==> src/rtl/rmt_pkg.sv <==
// Shared types and constants for the rule-matching steering stage.
package rmt_pkg;

  typedef enum logic [1:0] {
    ST_IDLE = 2'd0,
    ST_FWD  = 2'd1,
    ST_DROP = 2'd2
  } state_e;

  // Default header field byte offsets within the first beat.
  localparam int unsigned ETYPE_OFF_DEF = 12;
  localparam int unsigned DELIM_OFF_DEF = 42;
  localparam int unsigned FUNC_OFF_DEF  = 44;

  // 48-bit lookup key: {func, delim, etype}, each field in raw wire byte order.
  localparam int unsigned FIELD_W       = 16;
  localparam int unsigned KEY_W         = 48;
  localparam int unsigned KEY_ETYPE_LSB = 0;
  localparam int unsigned KEY_DELIM_LSB = 16;
  localparam int unsigned KEY_FUNC_LSB  = 32;

  // Widest tdest a rule entry can hold.
  localparam int unsigned DEST_MAX_W = 8;

  typedef logic [KEY_W-1:0] key_t;

  typedef struct packed {
    logic                  en;
    key_t                  value;
    key_t                  mask;
    logic [DEST_MAX_W-1:0] dest;
    logic                  drop;
  } rule_t;

  function automatic logic key_match(input key_t key, input rule_t r);
    return r.en && (((key ^ r.value) & r.mask) == '0);
  endfunction

endpackage

==> src/rtl/rmt_rule_table.sv <==
// Rule storage with a single write port, parallel compare and priority select.
module rmt_rule_table
  import rmt_pkg::*;
#(
  parameter int unsigned RULE_COUNT = 8,
  parameter int unsigned DEST_WIDTH = 2,
  parameter int unsigned IDX_W      = 3
) (
  input  logic                  clk,
  input  logic                  rst_n,
  input  logic                  cfg_we_i,
  input  logic [IDX_W-1:0]      cfg_idx_i,
  input  logic                  cfg_en_i,
  input  logic [KEY_W-1:0]      cfg_value_i,
  input  logic [KEY_W-1:0]      cfg_mask_i,
  input  logic [DEST_WIDTH-1:0] cfg_dest_i,
  input  logic                  cfg_drop_i,
  input  logic [KEY_W-1:0]      key_i,
  output logic                  hit_o,
  output logic [DEST_WIDTH-1:0] dest_o,
  output logic                  drop_o
);

  rule_t tbl_q [RULE_COUNT];

  // Rule write port; every rule disabled on reset.
  always_ff @(posedge clk or negedge rst_n) begin
    if (!rst_n) begin
      for (int unsigned i = 0; i < RULE_COUNT; i++) begin
        tbl_q[i] <= '0;
      end
    end else if (cfg_we_i) begin
      tbl_q[cfg_idx_i] <= '{en:    cfg_en_i,
                            value: cfg_value_i,
                            mask:  cfg_mask_i,
                            dest:  DEST_MAX_W'(cfg_dest_i),
                            drop:  cfg_drop_i};
    end
  end

  // Compare all rules; scanning downward lets the lowest matching index win.
  always_comb begin
    hit_o  = 1'b0;
    dest_o = '0;
    drop_o = 1'b0;
    for (int unsigned i = RULE_COUNT; i > 0; i--) begin
      if (key_match(key_i, tbl_q[i-1])) begin
        hit_o  = 1'b1;
        dest_o = DEST_WIDTH'(tbl_q[i-1].dest);
        drop_o = tbl_q[i-1].drop;
      end
    end
  end

endmodule

==> src/rtl/rmt_match_steer.sv <==
// AXI-Stream steering stage: first-beat rule lookup, forward-with-tdest or whole-packet drop.
module rmt_match_steer
  import rmt_pkg::*;
#(
  parameter int unsigned DATA_WIDTH   = 512,
  parameter int unsigned KEEP_WIDTH   = DATA_WIDTH/8,
  parameter int unsigned USER_WIDTH   = 8,
  parameter int unsigned DEST_WIDTH   = 2,
  parameter int unsigned RULE_COUNT   = 8,
  parameter int unsigned ETYPE_OFFSET = ETYPE_OFF_DEF,
  parameter int unsigned DELIM_OFFSET = DELIM_OFF_DEF,
  parameter int unsigned FUNC_OFFSET  = FUNC_OFF_DEF,
  parameter int unsigned DEFAULT_DEST = 0,
  parameter bit          MISS_DROP    = 1'b1
) (
  input  logic                          clk,
  input  logic                          rst_n,
  input  logic [DATA_WIDTH-1:0]         s_axis_tdata,
  input  logic [KEEP_WIDTH-1:0]         s_axis_tkeep,
  input  logic                          s_axis_tvalid,
  input  logic                          s_axis_tlast,
  input  logic [USER_WIDTH-1:0]         s_axis_tuser,
  output logic                          s_axis_tready,
  output logic [DATA_WIDTH-1:0]         m_axis_tdata,
  output logic [KEEP_WIDTH-1:0]         m_axis_tkeep,
  output logic                          m_axis_tvalid,
  output logic                          m_axis_tlast,
  output logic [USER_WIDTH-1:0]         m_axis_tuser,
  output logic [DEST_WIDTH-1:0]         m_axis_tdest,
  input  logic                          m_axis_tready,
  input  logic                          cfg_we,
  input  logic [$clog2(RULE_COUNT)-1:0] cfg_idx,
  input  logic                          cfg_en,
  input  logic [47:0]                   cfg_value,
  input  logic [47:0]                   cfg_mask,
  input  logic [DEST_WIDTH-1:0]         cfg_dest,
  input  logic                          cfg_drop,
  output logic [31:0]                   stat_fwd_pkts,
  output logic [31:0]                   stat_drop_pkts
);

  localparam int unsigned IDX_W = $clog2(RULE_COUNT);

  typedef struct packed {
    logic [DATA_WIDTH-1:0] data;
    logic [KEEP_WIDTH-1:0] keep;
    logic                  last;
    logic [USER_WIDTH-1:0] user;
    logic [DEST_WIDTH-1:0] dest;
  } beat_t;

  state_e                state_q, state_d;
  logic [DEST_WIDTH-1:0] pkt_dest_q, pkt_dest_d;
  logic                  ready_q, ready_d;
  logic                  out_vld_q, out_vld_d, skid_vld_q, skid_vld_d;
  beat_t                 out_q, out_d, skid_q, skid_d, in_beat;
  logic [31:0]           fwd_cnt_q, fwd_cnt_d, drop_cnt_q, drop_cnt_d;

  key_t                  key;
  logic                  tbl_hit, tbl_drop, act_drop, in_acc, fwd_beat, drop_beat;
  logic [DEST_WIDTH-1:0] tbl_dest, act_dest, beat_dest;

  assign key = {s_axis_tdata[8*FUNC_OFFSET  +: FIELD_W],
                s_axis_tdata[8*DELIM_OFFSET +: FIELD_W],
                s_axis_tdata[8*ETYPE_OFFSET +: FIELD_W]};

  rmt_rule_table #(
    .RULE_COUNT (RULE_COUNT),
    .DEST_WIDTH (DEST_WIDTH),
    .IDX_W      (IDX_W)
  ) u_rule_table (
    .clk         (clk),
    .rst_n       (rst_n),
    .cfg_we_i    (cfg_we),
    .cfg_idx_i   (cfg_idx),
    .cfg_en_i    (cfg_en),
    .cfg_value_i (cfg_value),
    .cfg_mask_i  (cfg_mask),
    .cfg_dest_i  (cfg_dest),
    .cfg_drop_i  (cfg_drop),
    .key_i       (key),
    .hit_o       (tbl_hit),
    .dest_o      (tbl_dest),
    .drop_o      (tbl_drop)
  );

  assign act_drop = tbl_hit ? tbl_drop : MISS_DROP;
  assign act_dest = tbl_hit ? tbl_dest : DEST_WIDTH'(DEFAULT_DEST);
  assign in_acc   = s_axis_tvalid && ready_q;
  assign in_beat  = '{data: s_axis_tdata, keep: s_axis_tkeep, last: s_axis_tlast,
                      user: s_axis_tuser, dest: beat_dest};

  // Packet FSM: decide on the first beat, then hold that action until tlast.
  always_comb begin
    state_d    = state_q;
    pkt_dest_d = pkt_dest_q;
    beat_dest  = pkt_dest_q;
    fwd_beat   = 1'b0;
    drop_beat  = 1'b0;
    unique case (state_q)
      ST_IDLE: if (in_acc) begin
        beat_dest  = act_dest;
        pkt_dest_d = act_dest;
        fwd_beat   = !act_drop;
        drop_beat  = act_drop;
        if (!s_axis_tlast) state_d = act_drop ? ST_DROP : ST_FWD;
      end
      ST_FWD: if (in_acc) begin
        fwd_beat = 1'b1;
        if (s_axis_tlast) state_d = ST_IDLE;
      end
      ST_DROP: if (in_acc) begin
        drop_beat = 1'b1;
        if (s_axis_tlast) state_d = ST_IDLE;
      end
      default: state_d = ST_IDLE;
    endcase
  end

  // Output register plus skid entry; ready is registered from the next skid state
  // so downstream tready never reaches s_axis_tready combinationally.
  always_comb begin
    out_vld_d  = out_vld_q;
    out_d      = out_q;
    skid_vld_d = skid_vld_q;
    skid_d     = skid_q;
    fwd_cnt_d  = fwd_cnt_q;
    drop_cnt_d = drop_cnt_q;
    if (skid_vld_q) begin
      if (m_axis_tready) begin
        out_d      = skid_q;
        skid_vld_d = 1'b0;
      end
    end else if (fwd_beat) begin
      if (!out_vld_q || m_axis_tready) begin
        out_d     = in_beat;
        out_vld_d = 1'b1;
      end else begin
        skid_d     = in_beat;
        skid_vld_d = 1'b1;
      end
    end else if (m_axis_tready) begin
      out_vld_d = 1'b0;
    end
    ready_d = !skid_vld_d || (state_d == ST_DROP);
    if (out_vld_q && m_axis_tready && out_q.last) fwd_cnt_d = fwd_cnt_q + 32'd1;
    if (drop_beat && s_axis_tlast)                drop_cnt_d = drop_cnt_q + 32'd1;
  end

  // State, datapath and counter registers.
  always_ff @(posedge clk or negedge rst_n) begin
    if (!rst_n) begin
      state_q    <= ST_IDLE;
      pkt_dest_q <= '0;
      ready_q    <= 1'b0;
      out_vld_q  <= 1'b0;
      out_q      <= '0;
      skid_vld_q <= 1'b0;
      skid_q     <= '0;
      fwd_cnt_q  <= '0;
      drop_cnt_q <= '0;
    end else begin
      state_q    <= state_d;
      pkt_dest_q <= pkt_dest_d;
      ready_q    <= ready_d;
      out_vld_q  <= out_vld_d;
      out_q      <= out_d;
      skid_vld_q <= skid_vld_d;
      skid_q     <= skid_d;
      fwd_cnt_q  <= fwd_cnt_d;
      drop_cnt_q <= drop_cnt_d;
    end
  end

  assign s_axis_tready  = ready_q;
  assign m_axis_tvalid  = out_vld_q;
  assign m_axis_tdata   = out_q.data;
  assign m_axis_tkeep   = out_q.keep;
  assign m_axis_tlast   = out_q.last;
  assign m_axis_tuser   = out_q.user;
  assign m_axis_tdest   = out_q.dest;
  assign stat_fwd_pkts  = fwd_cnt_q;
  assign stat_drop_pkts = drop_cnt_q;

endmodule

==> config.mk <==
export PLATFORM = sky130hd
export DESIGN_NAME = rmt_match_steer
export DESIGN_NICKNAME = d
export VERILOG_FILES = /design/src/rtl/rmt_pkg.sv /design/src/rtl/rmt_rule_table.sv /design/src/rtl/rmt_match_steer.sv
export SDC_FILE = /design/constraint.sdc
export NUM_CORES = 2
export LEC_CHECK = 0
export CAP_MARGIN = 0
export CORE_AREA = 2 2 521 523
export CTS_BUF_LIST = sky130_fd_sc_hd__clkbuf_4
export DETAILED_ROUTE_END_ITERATION = 10
export DIE_AREA = 0 0 523 525
export GPL_TIMING_DRIVEN = 0
export SYNTH_ARGS = -nofsm -noshare
export SYNTH_HDL_FRONTEND = slang
export SYNTH_SLANG_ARGS = --single-unit
==> constraint.sdc <==
create_clock -name clk -period 4.8 [get_ports clk]
set_input_delay 1.44 -clock clk [delete_from_list [all_inputs] [get_ports clk]]
set_output_delay 1.44 -clock clk [all_outputs]
set_load 0.02 [all_outputs]
### Word-level counts from Yosys, hierarchy flattened

Cells that the tools add are included.
Widths: inputs -> output; s select.

* add/sub/neg operators: 2
* $lt $le $gt $ge: 2
* equality and inequality tests: 5
* muxes and demuxes: 53
* bitwise gates (word level): 19
* reductions and logical operators: 34

Operators by type and width (number)
* $mux 587: 4
* $bwmux 848: 1
* $and 48x48->48: 8
* $logic_not 48->1: 8
* $xor 48x48->48: 8
* $demux 106 s3: 1
* $mux 106: 1
* $add 32x1->32 const B: 2
* $mux 2: 16
* $mux 1: 27
* $logic_and 1x1->1: 13
* $reduce_and 3->1: 3
* $reduce_bool 2->1: 3
* $eq 2x2->1 const B: 2
* $ge 4x4->1 const B: 1
* $lt 4x1->1 const B: 1
* $not 3->4: 1
* $pmux 1 s2: 2
* $pmux 2 s2: 1
* $logic_not 1->1: 3
* $eq 2x1->1 const B: 1
* $logic_not 2->1: 1
* $logic_or 1x1->1: 2
* $ne 2x1->1 const B: 1
* 3 further kinds: 4

* bits in registers: 2093
* input port bits: 693
* output and inout bits: 653

### Depth between registers and ports, before layout

* depth in word-level cells: 20
* mapped depth: 15

### Cells and area by module

Synthesis repeated with hierarchy kept, for this count alone.

* cells, all modules: 7741
* area total of the unflattened synthesis: 87440.1 µm²

By module, submodules not included
* rmt_match_steer: instances 1, cells an instance 5302, area each 52013.6 µm², seq. area each 31154.9 µm²
* rmt_rule_table: instances 1, cells an instance 2439, area each 35426.5 µm², seq. area each 20019.2 µm²

### Worst setup path after synthesis

Ideal clock, no wire load.

* path kind: input -> register
* start point: in s_axis_tdata[355]
* end point: reg skid_q[278] (netlist bit)
* arrival: 4.447 ns
* data required time: 4.675 ns
* path slack: 0.228 ns
* stages on the path: 15
* cell sequence: buf_4 -> xor2_1 -> a22oi_1 -> nand4_1 -> or4_1 -> or4_1 -> buf_2 -> nand4b_1 -> o31ai_2 -> o31ai_2 -> nand4b_1 -> buf_2 -> buf_6 -> buf_6 -> mux2_4

* cells in the longest elaborated chain, start to end: 17

Ends and longest elaborated chain
* start: declaration: RTL line rmt_match_steer.sv:18 `input logic [DATA_WIDTH-1:0] s_axis_tdata,`
* $xor 48x48->48: RTL line rmt_pkg.sv:36 `return r.en && (((key ^ r.value) & r.mask) == '0);`
* $and 48x48->48: RTL line rmt_pkg.sv:36
* $logic_not 48->1: RTL line rmt_pkg.sv:36
* $logic_and 1x1->1: RTL line rmt_pkg.sv:36
* $mux 1 (8 in a row): RTL line rmt_rule_table.sv:47 `if (key_match(key_i, tbl_q[i-1])) begin`
* $mux 1 (*): RTL line rmt_match_steer.sv:87 `assign act_drop = tbl_hit ? tbl_drop : MISS_DROP;`
* $logic_not 1->1 (*): RTL line rmt_match_steer.sv:104 `fwd_beat = !act_drop;`
* $mux 1 (*): RTL line rmt_match_steer.sv:101 `ST_IDLE: if (in_acc) begin`
* $pmux 1 s2 (*): RTL line rmt_match_steer.sv:100 `unique case (state_q)`
* $reduce_and 3->1 (no source line) (*)
* end signal: assignment: RTL line rmt_match_steer.sv:169 `skid_q <= skid_d;`
* end: declaration: RTL line rmt_match_steer.sv:56 `beat_t out_q, out_d, skid_q, skid_d, in_beat;`

Every way passes the cells marked *; elsewhere a longest branch is shown, timed or not.
A chain may end at the register's enable or synchronous reset.

### Final worst setup path

* start point: in s_axis_tdata[110]
* end point: reg out_q, in the netlist m_axis_tdata[477]

* cells in the longest elaborated chain, start to end: 18

Ends and longest elaborated chain
* $xor 48x48->48: RTL line rmt_pkg.sv:36
* $and 48x48->48: RTL line rmt_pkg.sv:36
* $logic_not 48->1: RTL line rmt_pkg.sv:36
* $logic_and 1x1->1: RTL line rmt_pkg.sv:36
* $mux 1 (8 in a row): RTL line rmt_rule_table.sv:47
* $mux 1 (*): RTL line rmt_match_steer.sv:87
* $logic_not 1->1 (*): RTL line rmt_match_steer.sv:104
* $mux 1 (*): RTL line rmt_match_steer.sv:101
* $pmux 1 s2 (*): RTL line rmt_match_steer.sv:100
* $reduce_bool 2->1 (no source line) (*)
* $reduce_and 3->1 (no source line) (*)
* end signal: assignment: RTL line rmt_match_steer.sv:167 `out_q <= out_d;`
* end: declaration: RTL line rmt_match_steer.sv:56

Marked as above.

==> impl_metrics.csv <==
group,metric,value,unit
placed_design,placedCellCount,11474,
critical_path,cp_cell_sequence,"buf_2 > xor2_1 > a22oi_2 > nand4_1 > or4_1 > o211ai_1 > o2111a_1 > o31ai_4 > o31ai_4 > clkbuf_2 > clkbuf_1 > nor2_1 > a21oi_1",
routing,first_iter_violations,5116,
yosys,ys_ff_latch,2045,
pwr,powerDensity,499,nW/um^2
critical_path,worstSetupEndpointType,"flip-flop",
finish,final_cells,12568,
floorplan,design.core.area,269000,sq um
cts,cts.sinks,2045,
timing,period_needed,4.72,ns
placed_design,gp_congestion,0.958,
finish,final_cell_area,114000,sq um
critical_path,required,6.11,ns
floorplan,ios,1346,
critical_path,worstSetupPathType,"in -> reg",
yosys,ys.flop_type,"dfrtp_1",
floorplan,initial_core_util,32.8,%
routing,wl_met3,32400,microns
yosys,synthXorXnorAreaFrac,4.42,%
placed_design,portBuffers,1297,
global_route,grt_pass1_wl,533000,microns
critical_path,crit_path_top_delay_cell,"clkbuf_1",
finish,final_cell_mix,"2045 x dfrtp_1, 1296 x clkdlybuf4s50_1, 1087 x mux2_2, 844 x clkbuf_4, 608 x nor2_1",
placed_design,post-place-ws,-3.43,ns
floorplan,die_width,523,microns
yosys,seq_area_frac_synth,57.9,%
routing,avgViaCountPerCell,5.25,
cts,insertion_delay,1.51,ns
cts,cts.path.max_buffers,4,
yosys,yosys_warnings,0,
finish,final_nets,9199,
finish,layout.cells.most_common,"dfrtp_1",
timing,finClkSkew,0.183,ns
critical_path,cpMostUsedCell,"o31ai_4",
timing,rsz0062_at_grt,"no",
pwr,ir_drop,0.277,mV
routing,vias,65957,
cts,cts.clk_slew.worst_paths,0.06,ns
yosys,synth-simple-area-share,4.24,%
timing,fin_ws,0.0758,ns
yosys,syn_nets,7291,
cts,cts_buffers,585,
timing,max_freq,0.212,GHz
finish,areaGrowthSynthToFinish,29.1,%
floorplan,rows,191,
yosys,synthAdderAreaFrac,0.0849,%
yosys,synth_area,88500,sq um
routing,top_layer,"met5",
critical_path,arrival,6.04,ns
routing,met1Wirelength,155000,microns
yosys,async_reset_ff_share,100,%
global_route,grt_pass1_vias,66768,
yosys,synth.distinct_cells,56,
outcome,violations,"max-capacitance violations, max-slew violations",
flow_run,cap_violations,2,
routing,drc,0,
global_route,grt_max_degree,177,
yosys,synth-edff-count,0,
placed_design,placed_area,106000,sq um
placed_design,dpl.hpwl,297000,microns
yosys,synth_compound_area_share,5.45,%
timing,maxSlewViolCount,11,
finish,drive_above_1_share,29.2,%
timing,finalCritPeriodShare,98.4,%
routing,dr.pass1.iters,5,
floorplan,die_h,525,microns
finish,fin_util,42.4,%
critical_path,slowest_delay,0.58,ns
timing,hold_viol_final,0,
global_route,overflow,0,
timing,worst_pin_slew,1.57,ns
timing,setup_violations,0,
routing,met2_length,181000,microns
timing,slew-limit-headroom,-4.69,%
routing,wl_per_cell,31.3,microns
yosys,syn_inst,6592,
outcome,status,"finished with violations",
critical_path,worst_setup_path_start_kind,"primary input",
floorplan,die_area,275000,sq um
global_route,antenna_found_initial,169,
pwr,power.leakage,51.3,nW
hold_path,min_path_type,"in -> reg",
yosys,synth_top_family_by_area,"multiplexers",
routing,totalWireLength,393000,microns
cts,ctsHtreeMaxLevel,6,
global_route,grt_usage,27.7,%
critical_path,crit_fanout,10,
yosys,avgSynthCellArea,13.4,sq um
routing,ant_nets,0,
cts,cts_tree,"yes",
yosys,muxShareOfSynthArea,25.5,%
cts,cts-root-buf,"clkbuf_4",
where the power goes:
| group | leakage (nW) | switching, W | total [W] | internal (W) |
|---|---|---|---|---|
| combinational | 20.7 | 0.00967 | 0.0169 | 0.00724 |
| clock | 4.27 | 0.00806 | 0.0166 | 0.00852 |
| sequential | 26.3 | 0.00252 | 0.0235 | 0.0210 |
cell usage after synthesis, types with 6 or more instances:
cell | count | area, sq um
or3_1 | 6 | 37.5
nand3_1 | 22 | 110
and3_1 | 9 | 56.3
nor4_2 | 14 | 175
mux2_2 | 1087 | 12200
buf_1 | 11 | 41.3
ha_1 | 6 | 75.1
dfrtp_1 | 2045 | 51200
nand2_1 | 59 | 221
nand2b_1 | 11 | 68.8
buf_2 | 179 | 896
buf_4 | 6 | 45.0
inv_1 | 29 | 109
nor3_1 | 19 | 95.1
nor4_1 | 9 | 56.3
a22oi_1 | 194 | 1460
xor2_1 | 413 | 3620
nor2_1 | 608 | 2280
buf_6 | 33 | 372
xnor2_1 | 33 | 289
o21ai_0 | 8 | 40.0
nand4_1 | 70 | 438
clkbuf_1 | 176 | 661
mux2i_1 | 585 | 5860
a21oi_1 | 587 | 2940
mux2_4 | 300 | 4500
registers in the layout (all words and copies together) (netlist names):
| register | flops |
|---|---|
| m_axis_tdata | 512 |
| m_axis_tdest | 2 |
| m_axis_tkeep | 64 |
| m_axis_tlast | 1 |
| m_axis_tuser | 8 |
| m_axis_tvalid | 1 |
| pkt_dest_q | 2 |
| s_axis_tready | 1 |
| skid_q | 587 |
| skid_vld_q | 1 |
| stat_drop_pkts | 32 |
| stat_fwd_pkts | 32 |
| state_q | 2 |
| u_rule_table.tbl_q | 800 |
critical path, delay by kind of cell:
family          cells  cell delay, ns
simple gates        3            0.91
buf+inv             3            1.42
xor+xnor            1            0.33
compound gates      6            1.90
worst paths after layout:
path                                         start           endpoint  slack [ns]  cells past startpoint
setup / recovery                 s_axis_tdata[110]  m_axis_tdata[477]        0.08                     13
max in group asynchronous                    rst_n   m_axis_tdata[26]        0.59                      6
hold / removal                   s_axis_tdata[108]        skid_q[183]        0.46                      2
min in group asynchronous                    rst_n  stat_fwd_pkts[25]        0.63                      2
setup reg to reg           u_rule_table.tbl_q[189]  m_axis_tdata[477]        0.08                     12
hold reg to reg                  stat_fwd_pkts[31]  stat_fwd_pkts[31]        0.48                      1
kinds of logic after synthesis:
group,count (synthesis)
buffers and inverters,434
XOR/XNOR,446
adder cells (fa/ha/maj),6
AND/OR/NAND/NOR,855
flip-flops,2045
AO/OA/AOI/OAI,834
multiplexers,1972
layer usage:
| layer | vias up | global-route usage [%] |
|---|---|---|
| li1 | 27543 | - |
| met3 | 938 | 7.70 |
| met4 | 14 | 18.2 |
| met1 | 34339 | 33.7 |
| met5 | - | 0 |
| met2 | 3123 | 42.9 |
layout make-up:
cell class                 instances  area [sq um]
tap                             3570          4470
timing repair buffer            1322         13500
multi-input combinational       4113         35300
inverter                          29           109
buffer                           404          2150
clock buffer                     826          6200
clock inverter                   146          1060
antenna                          113           283
fill                           25323        155000
sequential                      2045         51200
through the flow:
step           TNS (ns)  hold WS, ns  total power, W
5_1_grt               0        0.354          0.0594
2_1_floorplan         0        0.470          0.0306
3_3_place_gp          -        0.468          0.0402
6_report              0        0.458          0.0570
3_5_place_dp   -3803.90        0.465          0.0404
4_1_cts               0        0.232          0.0572
timing repair:
item                                     CTS  global route
hold endpoints to repair                 126             0
gates resized for setup                   55            40
pin swaps                                  5             2
cloned                                     0             0
endpoints found under the setup margin  1208           851
buffers inserted                           8             0
hold buffers                               1             0
(Power assumes the default switching activity.)
